--- src/rtl/sel_rr_pipe.sv ---
// CHANNELS-way registered selector with valid/ready handshake: fixed select or round-robin arbitration.
// Optional SEL_RR_PIPE_STALL_CNT_EN adds a saturating 16-bit stall counter on oStall.
module sel_rr_pipe #(
    parameter int WIDTH    = 32,
    parameter int CHANNELS = 8,
    parameter int SEL_W    = 3
) (
    input  logic                      clk,
    input  logic                      rst,
    input  logic [CHANNELS*WIDTH-1:0] iC,
    input  logic [CHANNELS-1:0]       iValid,
    output logic [CHANNELS-1:0]       oReady,
    input  logic                      iMode,
    input  logic [SEL_W-1:0]          iS,
    output logic [WIDTH-1:0]          oZ,
    output logic [SEL_W-1:0]          oSel,
    output logic                      oValid,
    input  logic                      iReady
`ifdef SEL_RR_PIPE_STALL_CNT_EN
   ,output logic [15:0]               oStall
`endif
);

    logic [WIDTH-1:0] oz_q, oz_d;
    logic [SEL_W-1:0] osel_q, osel_d;
    logic             ovalid_q, ovalid_d;
    logic [SEL_W-1:0] last_q, last_d;

    logic [SEL_W-1:0] cand;
    logic             cand_vld;
    logic             can_load;
    logic             xfer;
    logic [WIDTH-1:0] sel_data;
    int               idx;

    // Round-robin search starts one past the last granted channel and wraps.
    always_comb begin
        cand     = '0;
        cand_vld = 1'b0;
        idx      = 0;
        if (!iMode) begin
            if (int'(iS) < CHANNELS) begin
                cand     = iS;
                cand_vld = 1'b1;
            end
        end else begin
            for (int i = 1; i <= CHANNELS; i++) begin
                idx = (int'(last_q) + i) % CHANNELS;
                if (!cand_vld && iValid[idx]) begin
                    cand     = SEL_W'(idx);
                    cand_vld = 1'b1;
                end
            end
        end
    end

    always_comb begin
        sel_data = '0;
        for (int k = 0; k < CHANNELS; k++) begin
            if (cand == SEL_W'(k)) begin
                sel_data = iC[k*WIDTH +: WIDTH];
            end
        end
    end

    assign can_load = !ovalid_q || iReady;
    assign oReady   = (can_load && cand_vld) ? (CHANNELS'(1) << cand) : '0;
    assign xfer     = |(oReady & iValid);

    always_comb begin
        oz_d     = oz_q;
        osel_d   = osel_q;
        ovalid_d = ovalid_q;
        last_d   = last_q;
        if (xfer) begin
            oz_d     = sel_data;
            osel_d   = cand;
            ovalid_d = 1'b1;
            if (iMode) begin
                last_d = cand;
            end
        end else if (ovalid_q && iReady) begin
            ovalid_d = 1'b0;
        end
    end

    always_ff @(posedge clk or posedge rst) begin
        if (rst) begin
            oz_q     <= '0;
            osel_q   <= '0;
            ovalid_q <= 1'b0;
            last_q   <= SEL_W'(CHANNELS - 1);
        end else begin
            oz_q     <= oz_d;
            osel_q   <= osel_d;
            ovalid_q <= ovalid_d;
            last_q   <= last_d;
        end
    end

    assign oZ     = oz_q;
    assign oSel   = osel_q;
    assign oValid = ovalid_q;

`ifdef SEL_RR_PIPE_STALL_CNT_EN
    logic [15:0] stall_q, stall_d;

    // Any accepted word clears the count; otherwise a held word counts up and saturates.
    always_comb begin
        stall_d = stall_q;
        if (ovalid_q && iReady) begin
            stall_d = '0;
        end else if (ovalid_q && stall_q != 16'hFFFF) begin
            stall_d = stall_q + 16'd1;
        end
    end

    always_ff @(posedge clk or posedge rst) begin
        if (rst) begin
            stall_q <= '0;
        end else begin
            stall_q <= stall_d;
        end
    end

    assign oStall = stall_q;
`endif

endmodule

--- config.mk ---
export PLATFORM = sky130hd
export DESIGN_NAME = sel_rr_pipe
export DESIGN_NICKNAME = d
export VERILOG_FILES = /design/src/rtl/sel_rr_pipe.sv
export SDC_FILE = /design/constraint.sdc
export NUM_CORES = 1
export LEC_CHECK = 0
export ABC_AREA = 1
export BUFFER_PORTS_ARGS = -buffer_cell sky130_fd_sc_hd__buf_2
export CAP_MARGIN = 0
export CORE_AREA = 5 5 118 120
export CTS_BUF_LIST = sky130_fd_sc_hd__clkbuf_4 sky130_fd_sc_hd__clkbuf_8
export DETAILED_ROUTE_END_ITERATION = 6
export DIE_AREA = 0 0 123 125
export GPL_ROUTABILITY_DRIVEN = 0
export GPL_TIMING_DRIVEN = 0
export PLACE_DENSITY = 0.72
export SYNTH_ARGS = -nofsm -noshare
export SYNTH_HDL_FRONTEND = slang
export SYNTH_SLANG_ARGS = --single-unit
--- constraint.sdc ---
create_clock -name clk -period 10.4 [get_ports clk]
set_input_delay 3.12 -clock clk [delete_from_list [all_inputs] [get_ports clk]]
set_output_delay 3.12 -clock clk [all_outputs]
set_load 0.005 [all_outputs]
Yosys cells after proc, flatten, opt, wreduce, memory -nomap -nowiden
Index checks and enable logic that the tools add are counted.
W data, S select, Z words.
{ "totals": {"register_bits": 39, "latchBits": 0, "ram_bits": 0, "romBits": 0, "in_bits": 271, "output_inout_bits": 44, "elab_cells": 127, "n_memories": 0} }
{ "classes": {"add_sub_neg": 8, "n_mul": 0, "n_div": 0, "n_lt_le_gt_ge": 8, "eq_ne": 7, "n_shift": 1, "n_mux": 60, "bitwise_logic": 9, "n_reduce_logical": 30} }
{ "op_table": {"columns": ["operator", "count"], "rows": [
  ["$mux W32", 8],
  ["$lt A4 B5 Y1 const B", 8],
  ["$mux W1", 34],
  ["$mux W3", 9],
  ["$bmux W1 S3", 8],
  ["$reduce_or A3 Y1", 8],
  ["$add A3 B3 Y3 const B", 4],
  ["$eq A3 B3 Y1 const B", 4],
  ["$logic_and A1 B1 Y1", 9],
  ["$and A1 B1 Y1 const A", 8],
  ["$and A8 B8 Y8", 1],
  ["$logic_not A1 Y1", 8],
  ["$mux W8", 1],
  ["$reduce_or A8 Y1", 1],
  ["$shl A1 B3 Y8 const A", 1],
  ["$add A3 B1 Y3 const B", 2],
  ["$add A3 B2 Y3 const B", 2],
  ["$eq A3 B2 Y1 const B", 2],
  ["$eq A3 B1 Y1 const B", 1],
  ["$logic_not A3 Y1", 1],
  ["$reduce_and A2 Y1", 1],
  ["$reduce_bool A2 Y1", 1],
  ["$logic_or A1 B1 Y1", 1]
]} }

Depth between registers and ports, before layout
Gate-level depths: netlist (run 1).
{ "depth": {"word_depth": 45, "mapped_depth": 28, "depth_no_buf": 25} }

Worst setup path after synthesis (run 1)
No wires, ideal clock.
{ "synth_path": {"kind": "input port to output port", "startpoint": "in iValid[4]", "endpoint": "out oReady[7]", "arrival_ps": 4971, "t_required_ps": 7280, "path_slack_ps": 2309, "cell_stages": 16, "n_path_buf": 1, "path_cell_list": "nand2_1 nand3_1 nand2_1 nand2_1 nand2_2 nand3_4 nor2_4 nand4_1 nor2_2 nor2_4 o21ai_4 nand2_1 nor2_2 inv_2 buf_1 nor2_1"} }
{ "synth_via": {"elab_chain_len": 35, "word_cells_on_any_way": 66, "classes_between": "shift (1); mux (50); reduce/logical (15)"} }
{ "synth_rtl": {"columns": ["item", "line_no", "rtl"], "rows": [
  ["start: declaration", "11", "input logic [CHANNELS-1:0] iValid,"],
  ["$bmux W1 S3", "49", "if (!cand_vld && iValid[idx]) begin"],
  ["$mux W1 (not written as such) (2 in a row)", "49", null],
  ["$mux W1", "49", null],
  ["$mux W1", "41", "if (!iMode) begin"],
  ["$logic_not A1 Y1", "49", null],
  ["$logic_and A1 B1 Y1", "49", null],
  ["$mux W1", "49", null],
  ["$mux W1", "41", null],
  ["[18 not listed]", null, null],
  ["$mux W1", "49", null],
  ["$mux W1", "41", null],
  ["$logic_not A1 Y1", "49", null],
  ["$logic_and A1 B1 Y1", "49", null],
  ["$mux W3 / $mux W1 (equally long branches)", "49", null],
  ["$mux W3 / $mux W1 (equally long branches)", "41", null],
  ["$shl A1 B3 Y8 / $logic_and A1 B1 Y1 (equally long branches)", "67", "assign oReady = (can_load && cand_vld) ? (CHANNELS'(1) << cand) : '0;"],
  ["$mux W8 (*)", "67", null],
  ["end: declaration", "12", "output logic [CHANNELS-1:0] oReady,"]
]} }
Mark *: on every way between the ends. The rest lies on a longest branch, timed or not. The select of a mux whose other input is x is not followed.

Final worst setup path (run 1)
{ "layout_path": {"startpoint": "in iValid[7]", "endpoint": "out oReady[7]"} }
Same word-level chain as after synthesis.

==> reports/metrics.yaml, run 1 <==
drt:
  dr.first_iter.drc_count: 445
  viasPerCell: 5.08
  drc: 0
  ant_nets: 0
  vias: 6655
  wl_per_cell_um: 17.0
  first_pass_iters: 5
  drt_wl_total_um: 22200
power_and_ir_drop:
  power.switching_mw: 1.45
  switching_share_pct: 58.8
  p_int_mw: 1.02
  power_leakage_nw: 3.73
  peakVddDrop_mv: 0.137
  seq_power_share_pct: 11.5
  combPwrFrac_pct: 83.1
  p_per_area_nw_per_um2: 377
  clkPwrFrac_pct: 5.4
global_route:
  grt_overflow_total: 0
  grt_antenna_before_repair: 3
  grt_max_degree: 40
  grtUsageTotal_pct: 27.8
  grt_pass1_wl_um: 33400
  grt_pass1_vias: 6207
timing:
  finalCritPeriodShare_pct: 86.4
  maxSlewViolCount: 0
  rsz0062_at_grt: "false"
  tns_ns: 0
  timing.fmax_ghz: 0.111
  finalHoldViolCount: 0
  tightest_slew_ns: 0.831
  fin_crit_ns: 8.99
  finalSetupViolCount: 0
  skew_ns: 0.00980
  max-slew-margin-rel_pct: 44.5
critical_path:
  end_kind: "output pin"
  crit_path_max_fanout: 10
  crit_path_start_kind: "input port"
  critical_path_class: "input port to output pin"
  critPathRequiredTime_ns: 7.28
  crit_arrival_ns: 5.87
clocking:
  path_clk_slew_ns: 0.07
  clock_latency_ns: 0.29
  htree_num_levels: 2
  cts_resized: 0
  cts_tree: "built"
  root_buffer: "clkbuf_8"
  cts_setup_buffers: 0
  cts-hold-fix-buffers: 0
  cts_sinks: 39
  clock_path_buffers: 2
  cts_buffers: 5
logic_synthesis:
  avgSynthCellArea_um2: 5.71
  yosys.area_share.simple_pct: 58.8
  synth_xor_area_share_pct: 0.729
  netlist_area_um2: 4640
  synth_compound_area_share_pct: 8.01
  synthAdderAreaFrac_pct: 0.540
  yosysWarnings: 0
  ys_seq_area_share_pct: 21.1
  syn_inst: 812
  synth_top_family_by_area: "simple AND/OR/NAND/NOR gates"
  synth_cell_types: 39
  synth_nets: 1085
  synth.area.mux_share_pct: 0
  synth_seq_cells: 39
finish:
  area_growth_pct: 41.2
  layout.nets: 1406
  drive_above_1_share_pct: 35.9
  mostFrequentLayoutCell: "buf_2"
  layout_common_cells: "buf_2, nand2_1, nand3_1"
  postLayoutCellArea_um2: 6550
run:
  max_cap_violations: 0
floorplan:
  fp.coreArea_um2: 12900
  die_x_um: 123
  die_area_um2: 15400
  boundaryPins: 315
  rows: 42
  fp.dieH_um: 125
  floorplan.initialDensity_pct: 36.0
hold_path:
  hp-class: "register to register"
placed_design:
  dp_hpwl_um: 18400
  dpl_cell_area_um2: 6430
  io_buffers: 314
status:
  status: "completed"
[critical path, cell delays in order]
cell     delay (ns)
buf_2          0.12
nand2_1        0.09
nand3_1        0.08
nand2_1        0.14
nand2_1        0.06
nand2_1        0.11
inv_1          0.11
nor2_4         0.16
nand4_1        0.10
nand3_1        0.10
nand2_1        0.13
o21ai_4        0.26
nand2_1        0.10
nor2_2         0.40
inv_2          0.22
buf_1          0.30
nor2_1         0.14
buf_2          0.13
[cells in the mapped netlist]
library cell	number	area [um^2]
buf_2	27	135
xor2_1	1	8.76
a21oi_1	55	275
o22ai_1	1	6.26
nand3_4	2	35.0
inv_2	12	45.0
xnor2_2	1	16.3
inv_1	49	184
o21ai_4	1	16.3
nor3_2	1	10.0
dfrtp_1	36	901
nand2_2	6	37.5
clkbuf_1	10	37.5
nand4_1	47	294
buf_4	3	22.5
nand2_1	259	972
clkinv_1	1	3.75
nor2_8	4	80.1
xnor2_1	1	8.76
nand2_4	3	33.8
nand3_2	2	20.0
nor2_4	7	78.8
buf_1	1	3.75
nand4_2	1	12.5
a21boi_4	1	18.8
o21ai_0	2	10.0
nor3_1	2	10.0
inv_4	1	6.26
dfstp_2	3	78.8
o21bai_1	2	15.0
nand3_1	133	666
nor2_2	3	18.8
nor4_1	2	12.5
o21ai_1	6	30.0
ha_1	2	25.0
buf_6	5	56.3
nand3b_1	1	7.51
nor2_1	117	439
clkinv_2	1	5.00
[metal layers]
metal	vias to the layer above	part of all wire, %	wire [um]	global-route usage [%]
met5	-	0.085	19	0
met4	4	2.8	616	6.97
met3	49	7.9	1750	5.15
met2	325	48	10700	46.8
met1	2973	41	9130	36.5
li1	3304	-	-	-
[stage by stage]
| step | std cells | utilization, % | worst slack, ns | power (mW) | hold slack, ns |
|---|---|---|---|---|---|
| after CTS | 1310 | 50.8 | 1.41 | 2.47 | 0.480 |
| after floorplan | 812 | - | 2.31 | 1.71 | 0.472 |
| final | 1311 | 50.9 | 1.41 | 2.47 | 0.476 |
| after global routing | 1311 | 50.9 | 1.11 | 2.71 | 0.507 |
| after global placement | 1302 | 49.9 | 1.40 | 2.31 | 0.457 |
| after detailed placement | 1302 | 49.9 | 1.40 | 2.33 | 0.461 |
[area by class of cell]
type,instances,area (um^2)
flip-flops and latches,39,980
clock inverters,2,35.0
clock buffers,6,82.6
multi-input cells,663,3160
diodes,1,2.50
inverters,64,244
fillers,1396,6330
plain buffers,46,255
repair buffers,314,1570
well taps,176,220
[path summary, 6_finish.rpt]
path                       startpoint   endpoint  slack [ns]  cells past startpoint
max                         iValid[7]  oReady[7]        1.41                     18
min                            oZ[11]     oZ[11]        0.48                      2
min reg2reg                    oZ[11]     oZ[11]        0.48                      2
max in group asynchronous         rst      oZ[9]        6.88                      2
min in group asynchronous         rst     oZ[18]        2.99                      2
max reg2reg                 last_q[1]     oZ[15]        6.12                     24
[power groups by stage]
stage	Sequential (mW)	Combinational [mW]	Clock, mW
after global placement	0.282	2.02	0
after CTS	0.283	2.05	0.136
after global routing	0.291	2.28	0.141
after detailed placement	0.282	2.05	0
final	0.284	2.05	0.133
after floorplan	0.285	1.42	0
[kinds of logic (layout without fill, tap and decap cells)]
| kind of cell | Yosys count | after routing |
|---|---|---|
| buf+inv | 110 | 432 |
| xor+xnor | 3 | 3 |
| fa+ha+maj | 2 | 2 |
| other cells | 0 | 1 |
| simple gates | 590 | 590 |
| compound gates | 68 | 68 |
| flops | 39 | 39 |
[sequential cells by signal (all words and copies together), names as in the netlist]
name and count:
oZ 32, oSel 3, last_q 3, oValid 1
Note: power is estimated with default switching activity, not from simulation.
==> run 2, diff against run 1 <==
--- a/config.mk
+++ b/config.mk
@@ -8,13 +8,13 @@
 export ABC_AREA = 1
 export BUFFER_PORTS_ARGS = -buffer_cell sky130_fd_sc_hd__buf_2
 export CAP_MARGIN = 0
-export CORE_AREA = 5 5 118 120
+export CORE_AREA = 5 5 121 123
 export CTS_BUF_LIST = sky130_fd_sc_hd__clkbuf_4 sky130_fd_sc_hd__clkbuf_8
 export DETAILED_ROUTE_END_ITERATION = 6
-export DIE_AREA = 0 0 123 125
+export DIE_AREA = 0 0 126 128
 export GPL_ROUTABILITY_DRIVEN = 0
 export GPL_TIMING_DRIVEN = 0
-export PLACE_DENSITY = 0.72
+export PLACE_DENSITY = 0.69
 export SYNTH_ARGS = -nofsm -noshare
 export SYNTH_HDL_FRONTEND = slang
 export SYNTH_SLANG_ARGS = --single-unit
==> reports/metrics.yaml, run 2 (same netlist as run 1, synthesis figures left out) <==
finish:
  largest_reg_flops: 32  # unchanged
  area_growth_pct: 41.2  # about the same
  layout_common_cells: "buf_2, nand2_1, nand3_1"  # unchanged
  layout.nets: 1406  # unchanged
  mostFrequentLayoutCell: "buf_2"  # unchanged
  diodes: 0  # was 1
  drive_above_1_share_pct: 35.9  # unchanged
  fin_cells: 1314  # was 1,311
power_and_ir_drop:
  clkPwrFrac_pct: 5.3  # was 5.4%
  p_int_mw: 1.02  # about the same
  power.switching_mw: 1.46  # was 1.45 mW
  combPwrFrac_pct: 83.4  # was 83.1%
  seq_power_share_pct: 11.4  # was 11.5%
  p_per_area_nw_per_um2: 378  # was 377 nW/um^2
  power_leakage_nw: 3.73  # about the same
  switching_share_pct: 58.9  # was 58.8%
  peakVddDrop_mv: 0.138  # was 0.137 mV
critical_path:
  crit_path_max_fanout: 10  # unchanged
  critPathBufInv: 5  # unchanged
  crit_arrival_ns: 5.88  # was 5.87 ns
  r2r-start: "last_q[1]"  # unchanged
  slowest_stage: "nor2_2"  # unchanged
  crit_path_start_kind: "input port"  # unchanged
  cp.depth: 18  # unchanged
  r2r_slack_ns: 6.11  # was 6.12 ns
  cpMostUsedCell: "nand2_1"  # unchanged
  cpPeakStageDelay_ns: 0.39  # was 0.40 ns
  critical_path_class: "input port to output pin"  # unchanged
  end_kind: "output pin"  # unchanged
  critical_path.top_delay_family: "simple AND/OR/NAND/NOR gates"  # unchanged
  critPathRequiredTime_ns: 7.28  # about the same
  reg2regPathDepth: 22  # was 24
  crit_chain: "buf_2, nand2_1, nand3_1, nand3_1, nand2_1, nor2_4, nand4_1, nand2_1, clkinv_1, nand3_1, nand2_1, o21ai_4, nand2_1, nor2_2, inv_2, buf_1, nor2_1, buf_2"  # was buf_2, nand2_1, nand3_1, nand2_1, nand2_1, nand2_1, inv_1, nor2_4, nand4_1, nand3_1, nand2_1, o21ai_4, nand2_1, nor2_2, inv_2, buf_1, nor2_1, buf_2
  r2r_end: "oZ[29]"  # was oZ[15]
clocking:
  clock_path_buffers: 2  # unchanged
  cts_resized: 0  # unchanged
  cts_setup_buffers: 0  # unchanged
  root_buffer: "clkbuf_8"  # unchanged
  clock_latency_ns: 0.28  # was 0.29 ns
  path_clk_slew_ns: 0.07  # about the same
  cts_sinks: 39  # unchanged
  cts_buffers: 5  # unchanged
  cts-hold-fix-buffers: 0  # unchanged
  cts_tree: "built"  # unchanged
  htree_num_levels: 2  # unchanged
timing:
  tns_ns: 0  # unchanged
  fin_crit_ns: 9.00  # was 8.99 ns
  finalCritPeriodShare_pct: 86.6  # was 86.4%
  rsz0062_at_grt: "false"  # unchanged
  skew_ns: 0.00747  # was 0.00980 ns
  tightest_slew_ns: 0.835  # was 0.831 ns
  timing.fmax_ghz: 0.111  # about the same
  maxSlewViolCount: 0  # unchanged
  max-slew-margin-rel_pct: 44.3  # was 44.5%
  final.setup.worst_slack_ns: 1.40  # was 1.41 ns
  finalSetupViolCount: 0  # unchanged
  finalHoldViolCount: 0  # unchanged
hold_path:
  whs_path_depth: 2  # unchanged
  hp-class: "register to register"  # unchanged
  hp-start: "oZ[12]"  # was oZ[11]
  holdPathEnd: "oZ[12]"  # was oZ[11]
floorplan:
  floorplan.initialDensity_pct: 34.2  # was 36.0%
  fp.dieH_um: 128  # was 125 um
  fp.coreArea_um2: 13600  # was 12,900 um^2
  rows: 43  # was 42
  die_area_um2: 16100  # was 15,400 um^2
  die_x_um: 126  # was 123 um
  boundaryPins: 315  # unchanged
drt:
  dr.first_iter.drc_count: 458  # was 445
  wirelength_met1_um: 9310  # was 9130 um
  wl_met3_um: 1970  # was 1750 um
  dr_wl_met2_um: 10500  # was 10,700 um
  top_layer: "met4"  # was met5
  first_pass_iters: 5  # unchanged
  drc: 0  # unchanged
  ant_nets: 0  # unchanged
  wl_per_cell_um: 17.1  # was 17.0 um
  vias: 6634  # was 6,655
  drt_wl_total_um: 22500  # was 22,200 um
  viasPerCell: 5.05  # was 5.08
placed_design:
  dp.cells: 1306  # was 1,302
  dp_hpwl_um: 18500  # was 18,400 um
  pre_cts_ws_ns: 1.36  # was 1.40 ns
  io_buffers: 314  # unchanged
run:
  max_cap_violations: 0  # unchanged
global_route:
  grt_antenna_before_repair: 0  # was 3
  grt_max_degree: 40  # unchanged
  grt_overflow_total: 0  # unchanged
  grt_pass1_vias: 6111  # was 6,207
  grtUsageTotal_pct: 25.9  # was 27.8%
  grt_pass1_wl_um: 32900  # was 33,400 um
status:
  status: "completed"  # unchanged
[run 2: cell count changes in the layout (fill, tap and decap cells not counted), sizes merged]
cell	delta
diode	-1
clkinv	-1
clkbuf	+1
[run 2: cell type report]
class                   instances  area, um^2
clock inverters                 1        30.0
repair buffers                314        1570
plain buffers                  46         255
clock buffers                   7        83.8
flip-flops and latches         39         980
multi-input cells             663        3160
inverters                      64         244
fillers                      1519        7010
well taps                     180         225
[run 2: how the worst max path moves through the flow]
| stage | from | to |
|---|---|---|
| 2_1_floorplan | iValid[4] | oReady[7] |
| 3_3_place_gp | iValid[7] | oReady[7] |
| 3_5_place_dp | iValid[7] | oReady[7] |
| 4_1_cts | iValid[7] | oReady[7] |
| 5_1_grt | iValid[1] | oReady[7] |
| 6_report | iValid[7] | oReady[7] |
[run 2: per-stage QoR]
step	area, um^2	hold slack (ns)	power [mW]	utilization, %
floorplan	4640	0.472	1.71	-
finish	6550	0.474	2.48	48.3
detailed placement	6430	0.459	2.34	47.5
global placement	6430	0.458	2.32	47.5
global route	6550	0.495	2.72	48.3
CTS	6550	0.478	2.48	48.3
[run 2: worst min-delay path, stage by stage, from the launching register on]
cell and delay (ns):
dfrtp_1 0.34, nand2_1 0.05, nand2_1 0.05
[run 2: per-layer routing]
| metal | up-vias | global-route usage [%] |
|---|---|---|
| met2 | 349 | 42.2 |
| met5 | - | 0 |
| met1 | 2944 | 34.5 |
| li1 | 3299 | - |
| met3 | 42 | 5.13 |
| met4 | 0 | 8.39 |
[run 2: power groups by stage]
| stage | Sequential (mW) | Combinational [mW] | Clock, mW |
|---|---|---|---|
| floorplan | 0.285 | 1.42 | 0 |
| global placement | 0.280 | 2.04 | 0 |
| detailed placement | 0.281 | 2.06 | 0 |
| CTS | 0.281 | 2.06 | 0.135 |
| global route | 0.289 | 2.29 | 0.139 |
| finish | 0.281 | 2.06 | 0.130 |
==> run 3, diff against run 2 <==
--- a/config.mk
+++ b/config.mk
@@ -14,7 +14,8 @@
 export DIE_AREA = 0 0 126 128
 export GPL_ROUTABILITY_DRIVEN = 0
 export GPL_TIMING_DRIVEN = 0
-export PLACE_DENSITY = 0.69
+export PLACE_DENSITY = 0.76
+export SLEW_MARGIN = 10
 export SYNTH_ARGS = -nofsm -noshare
 export SYNTH_HDL_FRONTEND = slang
 export SYNTH_SLANG_ARGS = --single-unit
==> reports/metrics.yaml, run 3 (same netlist as run 1, synthesis figures left out) <==
status:
  status: "completed"  # unchanged
critical_path:
  slowest_stage: "nor2_2"  # unchanged
  crit_chain: "buf_2, nand2_1, nand3_1, nand3_1, nand2_1, nor2_4, nand4_1, nand2_1, clkinv_1, nand3_1, nand2_1, o21ai_4, nand2_1, nor2_2, inv_2, buf_1, nor2_1, buf_2"  # unchanged
  crit_path_max_fanout: 10  # unchanged
  reg2regPathDepth: 24  # was 22
  critical_path_class: "input port to output pin"  # unchanged
  critPathRequiredTime_ns: 7.28  # about the same
  end_kind: "output pin"  # unchanged
  setup.worst_path.end: "oReady[7]"  # unchanged
  r2r-start: "last_q[1]"  # unchanged
  r2r_slack_ns: 6.05  # was 6.11 ns
  r2r_end: "oZ[24]"  # was oZ[29]
  startpoint: "iValid[7]"  # unchanged
  crit_path_start_kind: "input port"  # unchanged
  cpMostUsedCell: "nand2_1"  # unchanged
  crit_arrival_ns: 6.06  # was 5.88 ns
  cpPeakStageDelay_ns: 0.50  # was 0.39 ns
finish:
  mostFrequentLayoutCell: "buf_2"  # unchanged
  drive_above_1_share_pct: 35.9  # about the same
  layout.nets: 1407  # was 1,406
  layout_common_cells: "buf_2, nand2_1, nand3_1"  # unchanged
  fin_cells: 1317  # was 1,314
  largest_reg_flops: 32  # unchanged
  area_growth_pct: 41.7  # was 41.2%
  postLayoutCellArea_um2: 6570  # was 6550 um^2
clocking:
  cts_sinks: 39  # unchanged
  cts_setup_buffers: 0  # unchanged
  htree_num_levels: 2  # unchanged
  cts_buffers: 5  # unchanged
  clock_latency_ns: 0.28  # about the same
  clock_path_buffers: 2  # unchanged
  path_clk_slew_ns: 0.07  # about the same
  cts_tree: "built"  # unchanged
  root_buffer: "clkbuf_8"  # unchanged
  cts_resized: 0  # unchanged
  cts-hold-fix-buffers: 0  # unchanged
drt:
  vias: 6539  # was 6,634
  drc: 0  # unchanged
  ant_nets: 0  # unchanged
  first_pass_iters: 5  # unchanged
  wl_per_cell_um: 16.6  # was 17.1 um
  drt_wl_total_um: 21800  # was 22,500 um
  dr.first_iter.drc_count: 511  # was 458
  viasPerCell: 4.97  # was 5.05
timing:
  rsz0062_at_grt: "false"  # unchanged
  skew_ns: 0.00335  # was 0.00747 ns
  finalHoldViolCount: 0  # unchanged
  maxSlewViolCount: 0  # unchanged
  max-slew-margin-rel_pct: 56.6  # was 44.3%
  holdWs_ns: 0.477  # was 0.474 ns
  tightest_slew_ns: 0.651  # was 0.835 ns
  fin_crit_ns: 9.18  # was 9.00 ns
  finalSetupViolCount: 0  # unchanged
  final.setup.worst_slack_ns: 1.22  # was 1.40 ns
  tns_ns: 0  # unchanged
  timing.fmax_ghz: 0.109  # was 0.111 GHz
  finalCritPeriodShare_pct: 88.3  # was 86.6%
power_and_ir_drop:
  switching_share_pct: 58.8  # was 58.9%
  p_per_area_nw_per_um2: 371  # was 378 nW/um^2
  peakVddDrop_mv: 0.116  # was 0.138 mV
  p_int_mw: 1.00  # was 1.02 mW
  seq_power_share_pct: 11.6  # was 11.4%
  power_leakage_nw: 3.74  # was 3.73 nW
  power.switching_mw: 1.43  # was 1.46 mW
  clkPwrFrac_pct: 4.7  # was 5.3%
  combPwrFrac_pct: 83.7  # was 83.4%
placed_design:
  io_buffers: 314  # unchanged
  pre_cts_ws_ns: 1.27  # was 1.36 ns
  dp_hpwl_um: 18200  # was 18,500 um
  dp.cells: 1307  # was 1,306
  dpl_cell_area_um2: 6460  # was 6430 um^2
global_route:
  grtUsageTotal_pct: 25.4  # was 25.9%
  grt_pass1_wl_um: 32400  # was 32,900 um
  grt_antenna_before_repair: 4  # was 0
  grt_pass1_vias: 6206  # was 6,111
  grt_max_degree: 21  # was 40
  grt_overflow_total: 0  # unchanged
run:
  max_cap_violations: 0  # unchanged
floorplan:
  die_area_um2: 16100  # unchanged
  floorplan.initialDensity_pct: 34.2  # unchanged
  boundaryPins: 315  # unchanged
  rows: 43  # unchanged
  fp.coreArea_um2: 13600  # unchanged
  die_x_um: 126  # unchanged
  fp.dieH_um: 128  # unchanged
hold_path:
  hp-class: "register to register"  # unchanged
## run 3: changes by cell type in the layout (fill, tap and decap cells not counted)
cell / previous run / this run
diode_2: 0 / 2
clkbuf_4: 2 / 1
buf_16: 0 / 1
clkbuf_8: 5 / 7
bufinv_16: 1 / 0
## run 3: how the worst min path moves through the flow
stage,to,slack (ns),depth (start not counted),start
2_1_floorplan,oZ[10],0.47,2,oZ[10]
3_3_place_gp,oZ[17],0.46,2,oZ[17]
3_5_place_dp,oZ[11],0.46,2,oZ[11]
4_1_cts,oZ[11],0.48,2,oZ[11]
5_1_grt,oZ[28],0.51,2,oZ[28]
6_report,oZ[11],0.48,2,oZ[11]
## run 3: cell type report
| class | count | area, um^2 |
|---|---|---|
| Antenna cell | 2 | 5.00 |
| Buffer | 46 | 255 |
| Clock buffer | 8 | 104 |
| Fill cell | 1545 | 6990 |
| Inverter | 64 | 244 |
| Multi-Input combinational cell | 663 | 3160 |
| Sequential cell | 39 | 980 |
| Tap cell | 180 | 225 |
| Timing Repair Buffer | 315 | 1600 |
## run 3: critical path: cells and delay by family
kind	cells	cell delay, ns
buffers and inverters	5	0.89
AND/OR/NAND/NOR	12	1.76
AO/OA/AOI/OAI	1	0.27
## run 3: power groups by stage
stage                     clock network (mW)  logic [mW]  registers (mW)
after global placement                     0        2.01           0.281
after CTS                              0.120        2.04           0.281
after floorplan                            0        1.42           0.285
after global routing                   0.127        2.27           0.290
after detailed placement                   0        2.04           0.282
final                                  0.115        2.04           0.282
## run 3: stage by stage
stage          utilization, %  total power [mW]
2_1_floorplan               -              1.71
3_3_place_gp             47.5              2.29
3_5_place_dp             47.7              2.32
4_1_cts                  48.4              2.44
5_1_grt                  48.5              2.69
6_report                 48.5              2.44
## run 3: routing by layer
| layer | routed length, um | track usage (%) | share of wire [%] |
|---|---|---|---|
| met1 | 8820 | 32.0 | 40 |
| met5 | 41 | 0 | 0.19 |
| met3 | 1620 | 4.71 | 7.4 |
| met2 | 10900 | 44.9 | 50 |
| met4 | 486 | 6.18 | 2.2 |
